### src/rtl/ysyx_22040759_mem_pkg.sv
// ysyx_22040759_mem_pkg: shared bus widths, load encodings, FSM states and stage-bus layout.
package ysyx_22040759_mem_pkg;
  localparam int ES_TO_MS_BUS_W = 205;
  localparam int MS_TO_WS_BUS_W = 200;
  localparam logic [2:0] F3_LB  = 3'b000;
  localparam logic [2:0] F3_LH  = 3'b001;
  localparam logic [2:0] F3_LW  = 3'b010;
  localparam logic [2:0] F3_LD  = 3'b011;
  localparam logic [2:0] F3_LBU = 3'b100;
  localparam logic [2:0] F3_LHU = 3'b101;
  localparam logic [2:0] F3_LWU = 3'b110;
  typedef enum logic [1:0] {S_IDLE = 2'd0, S_REQ = 2'd1, S_WAIT_R = 2'd2, S_DONE = 2'd3} state_t;
  typedef struct packed {
    logic [63:0] src2;
    logic        mem_wen;
    logic        mem_ren;
    logic [2:0]  func3;
    logic [1:0]  wreg_sel;
    logic        reg_wen;
    logic [4:0]  rd;
    logic [63:0] alu_result;
    logic [63:0] pc;
  } es_bus_t;
  function automatic logic [7:0] store_mask(input logic [1:0] sz, input logic [2:0] off);
    logic [7:0] base;
    base = sz == 2'b00 ? 8'h01 : sz == 2'b01 ? 8'h03 : sz == 2'b10 ? 8'h0F : 8'hFF;
    return base << off;
  endfunction
endpackage

### src/rtl/ysyx_22040759_mem_lsu_ext.sv
// ysyx_22040759_lsu_ext: aligns a loaded doubleword by byte offset and extends it per func3.
module ysyx_22040759_lsu_ext
  import ysyx_22040759_mem_pkg::*;
(
  input  logic [63:0] rdata,
  input  logic [2:0]  off,
  input  logic [2:0]  func3,
  output logic [63:0] result
);
  logic [63:0] sh;
  assign sh = rdata >> {off, 3'b000};
  always_comb begin
    result = func3 == F3_LB  ? {{56{sh[7]}}, sh[7:0]} :
             func3 == F3_LH  ? {{48{sh[15]}}, sh[15:0]} :
             func3 == F3_LW  ? {{32{sh[31]}}, sh[31:0]} :
             func3 == F3_LD  ? sh :
             func3 == F3_LBU ? {56'd0, sh[7:0]} :
             func3 == F3_LHU ? {48'd0, sh[15:0]} :
             func3 == F3_LWU ? {32'd0, sh[31:0]} : 64'd0;
  end
endmodule

### src/rtl/ysyx_22040759_mem.sv
// ysyx_22040759_mem: MEM pipeline stage with a req/gnt/rvalid data-memory handshake.
module ysyx_22040759_mem
  import ysyx_22040759_mem_pkg::*;
(
  input  logic                      clk,
  input  logic                      rst,
  input  logic                      es_to_ms_valid,
  input  logic [ES_TO_MS_BUS_W-1:0] es_to_ms_bus,
  output logic                      ms_allowin,
  input  logic                      ws_allowin,
  output logic                      ms_to_ws_valid,
  output logic [MS_TO_WS_BUS_W-1:0] ms_to_ws_bus,
  output logic                      dmem_req,
  output logic                      dmem_wr,
  output logic [63:0]               dmem_addr,
  output logic [63:0]               dmem_wdata,
  output logic [7:0]                dmem_wmask,
  input  logic                      dmem_gnt,
  input  logic                      dmem_rvalid,
  input  logic [63:0]               dmem_rdata
);
  es_bus_t     r;
  state_t      state, state_n;
  logic        ms_valid, is_mem, ms_ready_go, capture;
  logic [2:0]  off;
  logic [63:0] mem_res, ext_res;
  assign off            = r.alu_result[2:0];
  assign is_mem         = r.mem_ren | r.mem_wen;
  assign ms_ready_go    = !is_mem || state == S_DONE;
  assign ms_allowin     = !ms_valid || (ms_ready_go && ws_allowin);
  assign ms_to_ws_valid = ms_valid && ms_ready_go;
  assign dmem_req       = state == S_REQ;
  assign dmem_wr        = dmem_req && r.mem_wen;
  assign dmem_addr      = {r.alu_result[63:3], 3'b000};
  assign dmem_wdata     = r.src2 << {off, 3'b000};
  assign dmem_wmask     = store_mask(r.func3[1:0], off);
  // A grant with rvalid in the same cycle completes a load without visiting WAIT_R.
  assign capture = (state == S_WAIT_R && dmem_rvalid) ||
                   (state == S_REQ && dmem_gnt && dmem_rvalid && !r.mem_wen);
  assign ms_to_ws_bus = {r.wreg_sel, r.reg_wen, r.rd, r.mem_ren ? mem_res : 64'd0, r.alu_result, r.pc};
  ysyx_22040759_lsu_ext u_ext (
    .rdata (dmem_rdata),
    .off   (off),
    .func3 (r.func3),
    .result(ext_res)
  );
  always_comb begin
    state_n = state == S_IDLE   ? (ms_valid && is_mem ? S_REQ : S_IDLE) :
              state == S_REQ    ? (!dmem_gnt ? S_REQ : (r.mem_wen || dmem_rvalid) ? S_DONE : S_WAIT_R) :
              state == S_WAIT_R ? (dmem_rvalid ? S_DONE : S_WAIT_R) :
                                  (ms_to_ws_valid && ws_allowin ? S_IDLE : S_DONE);
  end
  always_ff @(posedge clk) begin
    if (rst) begin
      ms_valid <= 1'b0;
      state    <= S_IDLE;
    end else begin
      if (ms_allowin) ms_valid <= es_to_ms_valid;
      state <= state_n;
    end
  end
  always_ff @(posedge clk) begin
    if (es_to_ms_valid && ms_allowin) r <= es_to_ms_bus;
    if (capture) mem_res <= ext_res;
  end
endmodule

### config.mk
export PLATFORM = sky130hd
export DESIGN_NAME = ysyx_22040759_mem
export DESIGN_NICKNAME = d
export VERILOG_FILES = /design/src/rtl/ysyx_22040759_mem_pkg.sv /design/src/rtl/ysyx_22040759_mem_lsu_ext.sv /design/src/rtl/ysyx_22040759_mem.sv
export SDC_FILE = /design/constraint.sdc
export NUM_CORES = 1
export LEC_CHECK = 0
export ABC_AREA = 1
export BUFFER_PORTS_ARGS = -buffer_cell sky130_fd_sc_hd__clkbuf_2
export CAP_MARGIN = 15
export CORE_AREA = 5 5 238 240
export DETAILED_ROUTE_END_ITERATION = 12
export DIE_AREA = 0 0 243 245
export MAX_ROUTING_LAYER = met4
export PLACE_DENSITY = 0.59
export SLEW_MARGIN = 20
export SYNTH_ARGS = -nofsm -noshare
export SYNTH_HDL_FRONTEND = slang
export SYNTH_SLANG_ARGS = --single-unit
### constraint.sdc
create_clock -name clk -period 13.8 [get_ports clk]
set_input_delay 0.69 -clock clk [delete_from_list [all_inputs] [get_ports clk]]
set_output_delay 0.69 -clock clk [all_outputs]
set_load 0.05 [all_outputs]
# Word level (Yosys, flattened, before mapping)
# Cells that the tools add are included.
word_totals:
  word_cells: 66
  ramBits: 0
  input_bits: 275
  regBits: 272
  out_inout_bits: 340
  mem_bits_ro: 0
  n_memories: 0
  latchBits: 0
op_classes:
  eq_ne: 11
  div: 0
  n_reduce_logical: 20
  multipliers: 0
  n_lt_le_gt_ge: 0
  n_addsub: 0
  bitwise_logic: 1
  mux: 19
  n_shift: 3
ops:
  columns: ["op", "count"]
  rows:
  - ["64-bit two-way mux", 7]
  - ["64-bit by 6-bit left shift with 64-bit output", 1]
  - ["64-bit by 6-bit >> shifter with 64-bit output", 1]
  - ["32-bit two-way mux", 1]
  - ["8-bit two-way mux", 3]
  - ["1-bit logical AND", 10]
  - ["2-bit two-way mux", 5]
  - ["3-bit equality test (second input constant)", 3]
  - ["8-bit by 3-bit left shift with 8-bit output", 1]
  - ["2-bit equality test (second input constant)", 3]
  - ["3-bit by 2-bit equality test with 1-bit output (second input constant)", 2]
  - ["2-bit by 1-bit equality test with 1-bit output (second input constant)", 2]
  - ["2-bit logical NOT", 2]
  - ["1-bit logical OR", 4]
  - ["3-bit by 1-bit equality test with 1-bit output (second input constant)", 1]
  - ["1-bit logical NOT", 3]
  - ["3-bit logical NOT", 1]
  - ["1-bit two-way mux", 3]
  - ["1-bit bitwise OR", 1]

# Logic depth before layout (Yosys ltp)
logic_depth:
  depth_word: 9
  mapped_depth: 10
  ltp_nobuf: 8

# Modules after synthesis
# From an unflattened synthesis, not the netlist that was laid out.
hier_totals:
  hier_cells: 1534
  hier_area_um2: 14528.9
by_module_without_submodules:
  columns: ["mod", "seq_area_each_um2", "area_each_um2", "cells_per_inst", "n_inst"]
  rows:
  - ["ysyx_22040759_mem", 8137.8, 12095.4, 1006, 1]
  - ["ysyx_22040759_lsu_ext", 0.0, 2433.6, 528, 1]

# Worst setup path after synthesis
# OpenSTA, ideal clock, no wires.
synth_timing:
  path_type: "input -> register"
  from: "input port ws_allowin"
  to: "register r, in the netlist dmem_addr[10], enable pin"
  slack_ns: 2.371
  setup_ns: 0.838
  n_path_buf: 0
  required_ns: 12.962
  path_stages: 2
  arrival_ns: 10.592
  path_cell_list: "nand2_1 > a21oi_1"
synth_via:
  elab_chain_cells: 3
synth_lines:
  columns: ["item", "line_no", "source"]
  rows:
  - ["from (decl)", "ysyx_22040759_mem.sv:10", "input logic ws_allowin,"]
  - ["1-bit logical AND", "ysyx_22040759_mem.sv:30", "assign ms_allowin = !ms_valid || (ms_ready_go && ws_allowin);"]
  - ["1-bit logical OR", "ysyx_22040759_mem.sv:30", null]
  - ["1-bit logical AND", "ysyx_22040759_mem.sv:63", "if (es_to_ms_valid && ms_allowin) r <= es_to_ms_bus;"]
  - ["to (signal assigned)", "ysyx_22040759_mem.sv:63", null]
  - ["to (decl)", "ysyx_22040759_mem.sv:22", "es_bus_t r;"]
# Every way passes these cells.
# A chain may end at the register's enable or synchronous reset.

# Final worst setup path
layout_timing:
  from: "register r, in the netlist ms_to_ws_bus[64]"
  to: "output port dmem_wdata[32]"
layout_via:
  elab_chain_cells: 1
layout_lines:
  columns: ["item", "line_no", "source"]
  rows:
  - ["64-bit by 6-bit left shift with 64-bit output", "ysyx_22040759_mem.sv:35", "assign dmem_wdata = r.src2 << {off, 3'b000};"]
  - ["to (decl)", "ysyx_22040759_mem.sv:16", "output logic [63:0] dmem_wdata,"]
# Every way passes these cells.

==> impl_metrics.env <==
export IMPL_synth_top_cells_by_count="393 x nand2_1, 269 x edfxtp_1, 208 x buf_4"
export IMPL_syn_avg_cell_area_um2=9.53
export IMPL_switching_share_pct=33.3
export IMPL_rr_startpoint="ms_to_ws_bus[66]$_DFFE_PP_"
export IMPL_worstPathRequired_ps=13110
export IMPL_p_int_uw=1660
export IMPL_setup_violations_final=0
export IMPL_clk_pin_slew_ps=60
export IMPL_powerDensity_mw_per_mm2=141
export IMPL_initial_utilization_pct=26.2
export IMPL_grt_pass1_vias=12104
export IMPL_cts_buffer_depth=3
export IMPL_postLayoutCoreUtil_pct=32.4
export IMPL_die_y_um=245
export IMPL_yosysWarnings=0
export IMPL_coreArea_mm2=0.0544
export IMPL_finalHoldViolations=0
export IMPL_cp_end_kind="output port"
export IMPL_synth_top_cell_area_share_pct=56.7
export IMPL_cts_hold_buf=0
export IMPL_drive_above_1_share_pct=36.7
export IMPL_tritoncts="built"
export IMPL_grt_overflow=0
export IMPL_cp_arrival_ps=4140
export IMPL_first_pass_iters=5
export IMPL_clk_latency_ps=540
export IMPL_layout_setup_ws_ps=8970
export IMPL_h_tree_depth=2
export IMPL_ir_drop_uv=98.7
export IMPL_yosysSeqAreaShare_pct=57.1
export IMPL_num_rows=86
export IMPL_cts_buffers=34
export IMPL_worstHoldPathCells=1
export IMPL_drt_wl_total_mm=60.7
export IMPL_netSwitchingPower_uw=829
export IMPL_ios=615
export IMPL_grt_max_degree=142
export IMPL_fmax_ghz=0.207
export IMPL_r2r_slack_ps=10150
export IMPL_startpoint_type="flip-flop"
export IMPL_ant_nets=0
export IMPL_p_clk_share_pct=38.5
export IMPL_cts_resized=0
export IMPL_track_usage_pct=20.0
export IMPL_leakagePower_uw=0.00843
export IMPL_synth_seq_cells=272
export IMPL_remaining_drc_errors=0
export IMPL_drt_iter0_drc=1066
export IMPL_globalplace_congestion=0.993
export IMPL_pre_cts_slack_ps=9590
export IMPL_pwr_share_seq_pct=40.0
export IMPL_async_reset_ff_share_pct=0
export IMPL_synth_edff_count=269
export IMPL_synthTopCellsByArea="edfxtp_1 57%, buf_4 11%, nand2_1 10%, nand3_1 4.1%, o21ai_0 3.4%"
export IMPL_setup_tns_ps=0
export IMPL_antenna_found_initial=9
export IMPL_rsz0062_at_grt="false"
export IMPL_ys_flop_type="edfxtp_1"
export IMPL_clock_root_buffer="clkbuf_16"
export IMPL_port_buffers=611
export IMPL_min_to="dmem_addr[12]$_DFFE_PP_"
export IMPL_hpwl_mm=47.6
export IMPL_synth_most_common_cell="nand2_1"
export IMPL_netlist_top_cell_by_area="edfxtp_1"
export IMPL_clock_skew_ps=13.7
export IMPL_rr_worst_depth=6
export IMPL_vias=12088
export IMPL_min_path_type="in -> reg"
export IMPL_vias_per_cell=4.63
export IMPL_syn_area_mm2=0.0142
export IMPL_cts_setup_buffers=0
export IMPL_reg2reg_to="mem_res[52]$_DFFE_PP_"
export IMPL_die_area_mm2=0.0595
export IMPL_ys_types=27
export IMPL_period_needed_ps=4830
export IMPL_worst_slew_pin_slew_ps=1000
export IMPL_slew_headroom_pct=33.1
export IMPL_status="complete, no violations"
export IMPL_final_max_slew_viol_count=0
export IMPL_hold_start="es_to_ms_bus[76]"
export IMPL_wl_per_cell_um=23.2
export IMPL_fillCellCount=5718
export IMPL_syn_inst=1496
export IMPL_numClockSinks=272
export IMPL_cp_max_fo=141
export IMPL_combPwrFrac_pct=21.5
export IMPL_final_nets=2150
export IMPL_grt_pass1_wl_mm=85.1
export IMPL_period_share_pct=35.0
export IMPL_cap_violations=0
export IMPL_syn2layout_area_growth_pct=23.8
export IMPL_criticalPathCategory="reg -> out"
export IMPL_die_w_um=243
[placed cells by master (no fill, tap or decap), types with 3 or more instances in the layout]
master / n
inv_1: 120
mux2i_1: 20
o211ai_1: 16
nand3_1: 117
diode_2: 6
clkbuf_16: 34
clkbuf_1: 4
conb_1: 3
or2_2: 4
o21ai_1: 34
o21ai_0: 96
nand2_1: 392
nand4_1: 33
buf_4: 16
a21oi_1: 21
o22ai_1: 9
dfxtp_1: 3
clkinv_2: 7
nor2_1: 58
edfxtp_1: 269
clkinvlp_4: 3
clkbuf_2: 611
and2_1: 3
bufinv_16: 6
[sequential cells by signal, indices dropped and copies added (netlist names)]
name / cells
ms_to_ws_bus: 75
state: 2
mem_res: 64
r: 69
ms_valid: 1
dmem_addr: 61
[how the worst max path moves through the flow]
| stage | end | from | slack, ps | cells after the start |
|---|---|---|---|---|
| finish | dmem_wdata[32] | ms_to_ws_bus[64]$_DFFE_PP_ | 8970 | 8 |
| global route | dmem_wdata[39] | ms_to_ws_bus[64]$_DFFE_PP_ | 8700 | 8 |
| CTS | dmem_wdata[32] | ms_to_ws_bus[64]$_DFFE_PP_ | 8970 | 8 |
| detailed placement | dmem_wdata[32] | ms_to_ws_bus[64]$_DFFE_PP_ | 9590 | 8 |
| global placement | dmem_wdata[34] | ms_to_ws_bus[64]$_DFFE_PP_ | 9680 | 8 |
| floorplan | dmem_addr[10]$_DFFE_PP_ | ws_allowin | 2370 | 2 |
[routing by layer]
metal | GRT usage, % | vias up | share of wire, %
met5 | - | - | 0
met4 | 8.39 | 0 | 5.1
met3 | 4.68 | 115 | 7.7
met2 | 35.3 | 683 | 51
met1 | 21.6 | 5716 | 36
li1 | - | 5574 | -
[critical path, cell delays in order (launching register included)]
cell and delay [ps]:
edfxtp_1 420, buf_12 260, inv_2 490, buf_4 500, nand2_1 130, inv_1 370, nand2_1 550, o21ai_0 430
clkbuf_2 340
[logic make-up after synthesis]
group / Yosys count / synth area share (%)
AOI/OAI and AO/OA: 181 / 6.81
muxes: 20 / 1.40
other: 1 / 0.0263
buffers and inverters: 411 / 16.8
DFF: 272 / 57.1
and+or+nand+nor: 611 / 17.9
[final cells by class]
| type | instances | area, um2 | area share, % |
|---|---|---|---|
| multi-input combinational | 815 | 3750 | 21.3 |
| tap | 704 | 881 | 4.99 |
| timing repair buffer | 629 | 3220 | 18.2 |
| clock buffer | 39 | 880 | 4.98 |
| antenna | 6 | 15.0 | 0.0851 |
| sequential | 272 | 8140 | 46.1 |
| clock inverter | 23 | 303 | 1.72 |
| inverter | 123 | 463 | 2.62 |
[through the flow]
| step | std cells | hold WS [ps] | power (uW) | cell area (um2) |
|---|---|---|---|---|
| 2_1_floorplan | 1498 | 490 | 1420 | 14300 |
| 3_3_place_gp | 2542 | 539 | 1550 | 16400 |
| 3_5_place_dp | 2542 | 545 | 1550 | 16400 |
| 4_1_cts | 2604 | 275 | 2520 | 17600 |
| 5_1_grt | 2609 | 278 | 2590 | 17600 |
| 6_report | 2611 | 325 | 2490 | 17600 |
[power groups by stage]
stage	Combinational (uW)	Sequential, uW	Clock [uW]
5_1_grt	566	999	1030
4_1_cts	539	997	989
2_1_floorplan	408	1020	0
3_3_place_gp	536	1010	0
6_report	536	996	959
3_5_place_dp	537	1010	0
No activity file was read; power rests on OpenSTA's default activity.
